--- src/rtl/sram_ctrl_if.sv ---
// Bus bundle between the MEM stage, the SRAM controller and the external asynchronous SRAM.
// Also provides the shared memory-op encodings (MEM_*) when no common header has defined them.
`ifndef MEM_NOP
`define MEM_NOP 4'd0
`define MEM_LB  4'd1
`define MEM_LBU 4'd2
`define MEM_LH  4'd3
`define MEM_LHU 4'd4
`define MEM_LW  4'd5
`define MEM_SB  4'd6
`define MEM_SH  4'd7
`define MEM_SW  4'd8
`endif

interface sram_ctrl_if;
  logic [3:0]  ramOp_i;
  logic [31:0] ramAddr_i;
  logic [31:0] storeData_i;
  logic [31:0] load_data_o;
  logic        stall_req_o;
  logic [19:0] sram_addr_o;
  logic [31:0] sram_wdata_o;
  logic [31:0] sram_rdata_i;
  logic        sram_ce_n_o;
  logic        sram_oe_n_o;
  logic        sram_we_n_o;
  logic [3:0]  sram_be_n_o;

  modport master (
    output ramOp_i, ramAddr_i, storeData_i, sram_rdata_i,
    input  load_data_o, stall_req_o, sram_addr_o, sram_wdata_o,
    input  sram_ce_n_o, sram_oe_n_o, sram_we_n_o, sram_be_n_o
  );

  modport slave (
    input  ramOp_i, ramAddr_i, storeData_i, sram_rdata_i,
    output load_data_o, stall_req_o, sram_addr_o, sram_wdata_o,
    output sram_ce_n_o, sram_oe_n_o, sram_we_n_o, sram_be_n_o
  );
endinterface

--- src/rtl/sram_ctrl.sv ---
// Multi-cycle asynchronous SRAM controller for the MEM stage: IDLE -> ACCESS -> DONE.
// Define MEM_CTRL_STORE_BUF_EN for posted stores (no stall, ACCESS returns straight to IDLE).
module sram_ctrl #(
  parameter int WAIT_CYCLES = 2
) (
  input logic       clk,
  input logic       rst,
  sram_ctrl_if.slave bus
);

`ifdef MEM_CTRL_STORE_BUF_EN
  localparam logic POSTED = 1'b1;
`else
  localparam logic POSTED = 1'b0;
`endif

  localparam logic [3:0] LAST = 4'(WAIT_CYCLES - 1);

  typedef enum logic [1:0] {IDLE, ACCESS, DONE} state_t;

  state_t      state, state_nxt;
  logic [3:0]  cnt, cnt_nxt;
  logic [3:0]  op_q;
  logic [1:0]  lane_q;
  logic        accept;
  logic        stall;
  logic [31:0] load_data;
  logic [19:0] sram_addr;
  logic [31:0] sram_wdata;
  logic        ce_n, oe_n, we_n;
  logic [3:0]  be_n;
  logic        unused_addr_bits;

  function automatic logic is_load(input logic [3:0] op);
    return (op == `MEM_LB) || (op == `MEM_LBU) || (op == `MEM_LH) ||
           (op == `MEM_LHU) || (op == `MEM_LW);
  endfunction

  function automatic logic is_store(input logic [3:0] op);
    return (op == `MEM_SB) || (op == `MEM_SH) || (op == `MEM_SW);
  endfunction

  function automatic logic [3:0] lane_be_n(input logic [3:0] op, input logic [1:0] lane);
    case (op)
      `MEM_SB: return ~(4'b0001 << lane);
      `MEM_SH: return lane[1] ? 4'b0011 : 4'b1100;
      default: return 4'b0000;
    endcase
  endfunction

  function automatic logic [31:0] store_wdata(input logic [3:0] op, input logic [31:0] data);
    case (op)
      `MEM_SB: return {4{data[7:0]}};
      `MEM_SH: return {2{data[15:0]}};
      default: return data;
    endcase
  endfunction

  function automatic logic [31:0] load_extract(input logic [3:0] op, input logic [1:0] lane,
                                               input logic [31:0] word);
    logic signed [7:0]  b;
    logic signed [15:0] h;
    logic [31:0]        r;
    b = word[{lane, 3'b000} +: 8];
    h = lane[1] ? word[31:16] : word[15:0];
    case (op)
      `MEM_LB:  r = 32'(b);
      `MEM_LBU: r = {24'h000000, b};
      `MEM_LH:  r = 32'(h);
      `MEM_LHU: r = {16'h0000, h};
      default:  r = word;
    endcase
    return r;
  endfunction

  // Only the word address and lane bits reach the SRAM; the rest is decoded upstream.
  assign unused_addr_bits = ^bus.ramAddr_i[31:22];

  always_comb begin
    state_nxt = state;
    cnt_nxt   = cnt;
    accept    = 1'b0;
    stall     = 1'b0;
    case (state)
      IDLE: begin
        if (bus.ramOp_i != `MEM_NOP) begin
          accept    = 1'b1;
          cnt_nxt   = 4'd0;
          state_nxt = ACCESS;
          stall     = !(POSTED && is_store(bus.ramOp_i));
        end
      end
      ACCESS: begin
        // A posted store only holds the pipeline if a new op is waiting behind it.
        stall = POSTED ? (is_load(op_q) || (bus.ramOp_i != `MEM_NOP)) : 1'b1;
        if (cnt == LAST) begin
          cnt_nxt   = 4'd0;
          state_nxt = (POSTED && is_store(op_q)) ? IDLE : DONE;
        end else begin
          cnt_nxt = cnt + 4'd1;
        end
      end
      DONE: state_nxt = IDLE;
      default: state_nxt = IDLE;
    endcase
  end

  always_ff @(posedge clk) begin
    if (rst) begin
      state      <= IDLE;
      cnt        <= 4'd0;
      op_q       <= `MEM_NOP;
      lane_q     <= 2'd0;
      load_data  <= 32'h0;
      sram_addr  <= 20'h0;
      sram_wdata <= 32'h0;
      ce_n       <= 1'b1;
      oe_n       <= 1'b1;
      we_n       <= 1'b1;
      be_n       <= 4'b1111;
    end else begin
      state <= state_nxt;
      cnt   <= cnt_nxt;
      // Strobes are registered so they change only on clock edges and stay glitch-free.
      if (accept) begin
        op_q       <= bus.ramOp_i;
        lane_q     <= bus.ramAddr_i[1:0];
        sram_addr  <= bus.ramAddr_i[21:2];
        sram_wdata <= store_wdata(bus.ramOp_i, bus.storeData_i);
        ce_n       <= 1'b0;
        oe_n       <= !is_load(bus.ramOp_i);
        we_n       <= !is_store(bus.ramOp_i);
        be_n       <= lane_be_n(bus.ramOp_i, bus.ramAddr_i[1:0]);
      end else if (state_nxt != ACCESS) begin
        ce_n <= 1'b1;
        oe_n <= 1'b1;
        we_n <= 1'b1;
        be_n <= 4'b1111;
      end else if (cnt_nxt == LAST) begin
        we_n <= 1'b1;
      end
      if ((state == ACCESS) && (cnt == LAST) && is_load(op_q))
        load_data <= load_extract(op_q, lane_q, bus.sram_rdata_i);
    end
  end

  assign bus.stall_req_o  = stall;
  assign bus.load_data_o  = load_data;
  assign bus.sram_addr_o  = sram_addr;
  assign bus.sram_wdata_o = sram_wdata;
  assign bus.sram_ce_n_o  = ce_n;
  assign bus.sram_oe_n_o  = oe_n;
  assign bus.sram_we_n_o  = we_n;
  assign bus.sram_be_n_o  = be_n;

endmodule

--- src/flat_wrapper.sv ---
// flat-port wrapper written by rule: the top's interface ports become plain ports
module sram_ctrl_flat 
#(
  parameter int WAIT_CYCLES = 2
)
  (clk, rst, bus_ramOp_i, bus_ramAddr_i, bus_storeData_i, bus_sram_rdata_i, bus_load_data_o, bus_stall_req_o, bus_sram_addr_o, bus_sram_wdata_o, bus_sram_ce_n_o, bus_sram_oe_n_o, bus_sram_we_n_o, bus_sram_be_n_o);
  sram_ctrl_if bus_i ();
  input logic clk;
  input logic rst;
  input wire logic [$bits(bus_i.ramOp_i)-1:0] bus_ramOp_i;
  input wire logic [$bits(bus_i.ramAddr_i)-1:0] bus_ramAddr_i;
  input wire logic [$bits(bus_i.storeData_i)-1:0] bus_storeData_i;
  input wire logic [$bits(bus_i.sram_rdata_i)-1:0] bus_sram_rdata_i;
  output wire logic [$bits(bus_i.load_data_o)-1:0] bus_load_data_o;
  output wire logic [$bits(bus_i.stall_req_o)-1:0] bus_stall_req_o;
  output wire logic [$bits(bus_i.sram_addr_o)-1:0] bus_sram_addr_o;
  output wire logic [$bits(bus_i.sram_wdata_o)-1:0] bus_sram_wdata_o;
  output wire logic [$bits(bus_i.sram_ce_n_o)-1:0] bus_sram_ce_n_o;
  output wire logic [$bits(bus_i.sram_oe_n_o)-1:0] bus_sram_oe_n_o;
  output wire logic [$bits(bus_i.sram_we_n_o)-1:0] bus_sram_we_n_o;
  output wire logic [$bits(bus_i.sram_be_n_o)-1:0] bus_sram_be_n_o;
  assign bus_i.ramOp_i = bus_ramOp_i;
  assign bus_i.ramAddr_i = bus_ramAddr_i;
  assign bus_i.storeData_i = bus_storeData_i;
  assign bus_i.sram_rdata_i = bus_sram_rdata_i;
  assign bus_load_data_o = bus_i.load_data_o;
  assign bus_stall_req_o = bus_i.stall_req_o;
  assign bus_sram_addr_o = bus_i.sram_addr_o;
  assign bus_sram_wdata_o = bus_i.sram_wdata_o;
  assign bus_sram_ce_n_o = bus_i.sram_ce_n_o;
  assign bus_sram_oe_n_o = bus_i.sram_oe_n_o;
  assign bus_sram_we_n_o = bus_i.sram_we_n_o;
  assign bus_sram_be_n_o = bus_i.sram_be_n_o;
  sram_ctrl #(.WAIT_CYCLES(WAIT_CYCLES)) u_core (.clk(clk), .rst(rst), .bus(bus_i));
endmodule
--- config.mk ---
export PLATFORM = sky130hd
export DESIGN_NAME = sram_ctrl_flat
export DESIGN_NICKNAME = d
export VERILOG_FILES = /design/src/rtl/sram_ctrl_if.sv /design/src/rtl/sram_ctrl.sv /design/src/flat_wrapper.sv
export SDC_FILE = /design/constraint.sdc
export NUM_CORES = 1
export LEC_CHECK = 0
export ABC_AREA = 1
export ABC_CLOCK_PERIOD_IN_PS = 2000
export BUFFER_PORTS_ARGS = -buffer_cell sky130_fd_sc_hd__buf_2
export CAP_MARGIN = 5
export CORE_AREA = 3 3 104 106
export DETAILED_ROUTE_END_ITERATION = 16
export DIE_AREA = 0 0 107 109
export PLACE_DENSITY_LB_ADDON = 0.05
export SETUP_SLACK_MARGIN = 0.5
export SYNTH_ARGS = -nofsm -noshare
export SYNTH_HDL_FRONTEND = slang
export SYNTH_SLANG_ARGS = --single-unit
--- constraint.sdc ---
create_clock -name clk -period 2 [get_ports clk]
set_input_delay 0.2 -clock clk [delete_from_list [all_inputs] [get_ports clk]]
set_output_delay 0.2 -clock clk [all_outputs]
set_load 0.02 [all_outputs]
==> metrics.md <==
| Metric | Value |
|---|---|
| Fraction of layout cells with a size suffix above 1 | 0.351 |
| Setup-failing EPs final | 0 |
| Critical path arrival | 1.78 ns |
| GRT Total Usage | 0.265 |
| Peak VDD IR | 0.458 mV |
| Clock sink count | 103 |
| Row cnt | 36 |
| FF-to-FF Start | u_core.op_q[3] |
| Vias in the first global route | 4931 |
| Top Ports | 194 |
| Final instance area | 6830 µm² |
| DRC viols | 0 |
| N_diodes | 0 |
| Syn Nets | 818 |
| Final Max Slew Viols | 0 |
| Die area | 11700 µm² |
| Mean Syn Cell Area | 6.86 µm² |
| CTS Buffer Depth | 2 |
| Starting density of the core | 0.497 |
| Status | complete, no violations |
| Nets | 1014 |
| Max-slew headroom | 0.503 |
| Root buf cell | clkbuf_8 |
| Dominant cell type by area after synthesis | dfxtp_1 |
| DP HPWL | 10900 µm |
| FF-to-FF setup slack | 0.49 ns |
| Reg2Reg Capture Point | u_core.bus.load_data_o[13] |
| Die height | 109 µm |
| Distinct cell type count after synthesis | 34 |
| Commonest cells after routing, fill and taps aside | 182 x buf_2, 128 x nand2_1, 94 x dfxtp_1 |
| Number of max-cap violations | 0 |
| Static leakage | 3.38 nW |
| Num CTS Buffers | 9 |
| HP Class | in -> reg |
| Layout area overhead | 39.5% |
| Critical Path Source Type | flop |
| Cell area after placement | 5930 µm² |
| FF-to-FF path depth | 9 |
| Clock skew | 0.00905 ns |
| Pre-antenna DRT Iters | 5 |
| RSZ-0062 raised after global routing | yes |
| Drt total wl | 16900 µm |
| Hold Path Stages | 3 |
| Peak Freq | 0.661 GHz |
| Min Clock Period, post-route | 1.51 ns |
| Share of the synthesized area in the top cell type | 0.421 |
| Hold Crit Start | bus_storeData_i[17] |
| Htree depth | 3 |
| Clk slew on worst S/H paths | 0.11 ns |
| Syn Std Cell Area | 4900 µm² |
| Setup crit end kind | flop |
| Routed Antenna Nets | 0 |
| Slew of the pin with the lowest slew margin | 0.742 ns |
| Commonest non-fill, non-tap cell in the layout | buf_2 |
| Synth Instances | 714 |
| Horiz. Die Dim | 107 µm |
| Initial antenna violation count | 0 |
| Area of the core | 9860 µm² |
| Hold EP | u_core.bus.sram_wdata_o[17] |
| Min Hold Slack | 0.0589 ns |
| Final hold viol count | 0 |
| Vias/cell | 5.34 |
| Fin crit share | 0.756 |
| Placer Congestion | 0.853 |
| DRT iter0 DRCs | 436 |
| Worst-Skew Late Latency | 0.37 ns |
| Avg WL per Cell | 16.1 µm |
| Post-Route Setup TNS | 0 ns |
| CTS tree | done |
| WS Path Type | reg -> reg |
| First-pass GRT wire length | 24800 µm |
| Critical Path RT | 2.27 ns |
| Sequential share of the synthesized area | 0.421 |
| Synth top area cells | dfxtp_1 42%, nand2_1 11%, o21ai_0 11% |
| Gr ovfl total | 0 |
| Largest net degree at the start of global routing | 66 |
| Yosys reg bits | 103 |
| Port bufs | 183 |
| P per Cell Area | 851 nW/µm² |
| CP Max Fanout | 7 |
| Synthesis Warnings | 0 |
| Vias | 5594 |
## critical path, cell delays in order (launching register included)
cell	delay (ns)
dfxtp_4	0.37
nor2_4	0.17
o21ai_4	0.10
buf_6	0.13
and2_4	0.18
buf_12	0.14
nand2_2	0.05
nand3_2	0.09
nor2_2	0.12
nor2_1	0.04
## worst max-delay path by stage
stage,start,end,slack [ns]
3_5_place_dp,bus_ramOp_i[3],u_core.bus.sram_be_n_o[0],0.25
3_3_place_gp,bus_ramOp_i[3],u_core.bus.sram_be_n_o[0],0.30
5_1_grt,u_core.op_q[3],u_core.bus.load_data_o[5],0.42
4_1_cts,u_core.op_q[1],u_core.bus.load_data_o[20],0.49
2_1_floorplan,u_core.cnt[1],u_core.bus.load_data_o[13],0.58
6_report,u_core.op_q[3],u_core.bus.load_data_o[13],0.49
## routing by layer
metal	vias to the layer above	wire length, µm	track usage
met3	26	1290	0.0527
met5	-	0	0
met4	0	273	0.0694
met2	229	8050	0.421
li1	2760	-	-
met1	2579	7270	0.369
## sequential cells by signal, summed over array words and instances, names as in the netlist
register and cells:
u_core.bus.load_data_o 32, u_core.bus.sram_addr_o 20, u_core.bus.sram_be_n_o 4, u_core.bus.sram_ce_n_o 1
u_core.bus.sram_oe_n_o 1, u_core.bus.sram_wdata_o 32, u_core.bus.sram_we_n_o 1, u_core.cnt 4
u_core.lane_q 2, u_core.op_q 4, u_core.state 2
## final cells by class
class / count / area [µm²]
Clock buffer: 10 / 138
Clock inverter: 6 / 98.8
Fill cell: 889 / 3030
Inverter: 47 / 195
Multi-Input combinational cell: 520 / 2620
Sequential cell: 103 / 2090
Tap cell: 133 / 166
Timing Repair Buffer: 229 / 1520
## cell families (layout without fill, tap and decap cells)
logic type | Yosys count | in the layout | share of synthesized area
buffers and inverters | 91 | 292 | 0.0782
XOR/XNOR | 1 | 1 | 0.00179
AO/OA/AOI/OAI | 217 | 217 | 0.236
flip-flops | 103 | 103 | 0.421
adder cells (fa/ha/maj) | 2 | 2 | 0.00511
AND/OR/NAND/NOR | 300 | 300 | 0.258
## stage by stage
step	power [W]	setup slack, ns	utilization	instances
after floorplan	0.00339	0.585	-	714
after global placement	0.00387	0.304	0.601	1003
after detailed placement	0.00389	0.251	0.601	1003
after CTS	0.00558	0.489	0.649	1027
after global routing	0.00612	0.423	0.693	1048
final	0.00581	0.487	0.693	1048
## report_power, final
group	total, W	internal, W	leakage, nW	switching (W)
combinational	0.00189	0.000760	2.41	0.00113
sequential	0.00238	0.00226	0.854	0.000119
clock	0.00155	0.000762	0.117	0.000786
## timing repair
action / CTS / global route
setup endpoints to repair: 36 / 39
gates cloned: 2 / 5
setup buffers: 6 / 16
resized for setup: 35 / 66
hold buffers: 0 / 0
pin swaps: 6 / 28
## synthesized netlist by cell type
library cell and count:
dfxtp_1 103, a31oi_1 1, buf_4 2, o22ai_1 1
inv_1 42, nand3_2 1, inv_2 5, clkbuf_1 24
nand4_1 3, buf_2 15, o21ai_0 103, ha_1 2
nand3_1 38, and2_1 1, or2_1 1, nor2_4 2
buf_1 1, xor2_1 1, nor2_1 96, nand4_2 1
a21o_1 1, or2_2 9, a211oi_1 8, nor2_2 2
nor3_1 2, o211ai_1 7, nand2_1 138, a21oi_1 86
o21ai_2 7, o31ai_1 1, nand2_2 5, nand3b_1 1
o21ai_1 2, buf_6 2
(Power assumes the default switching activity.)
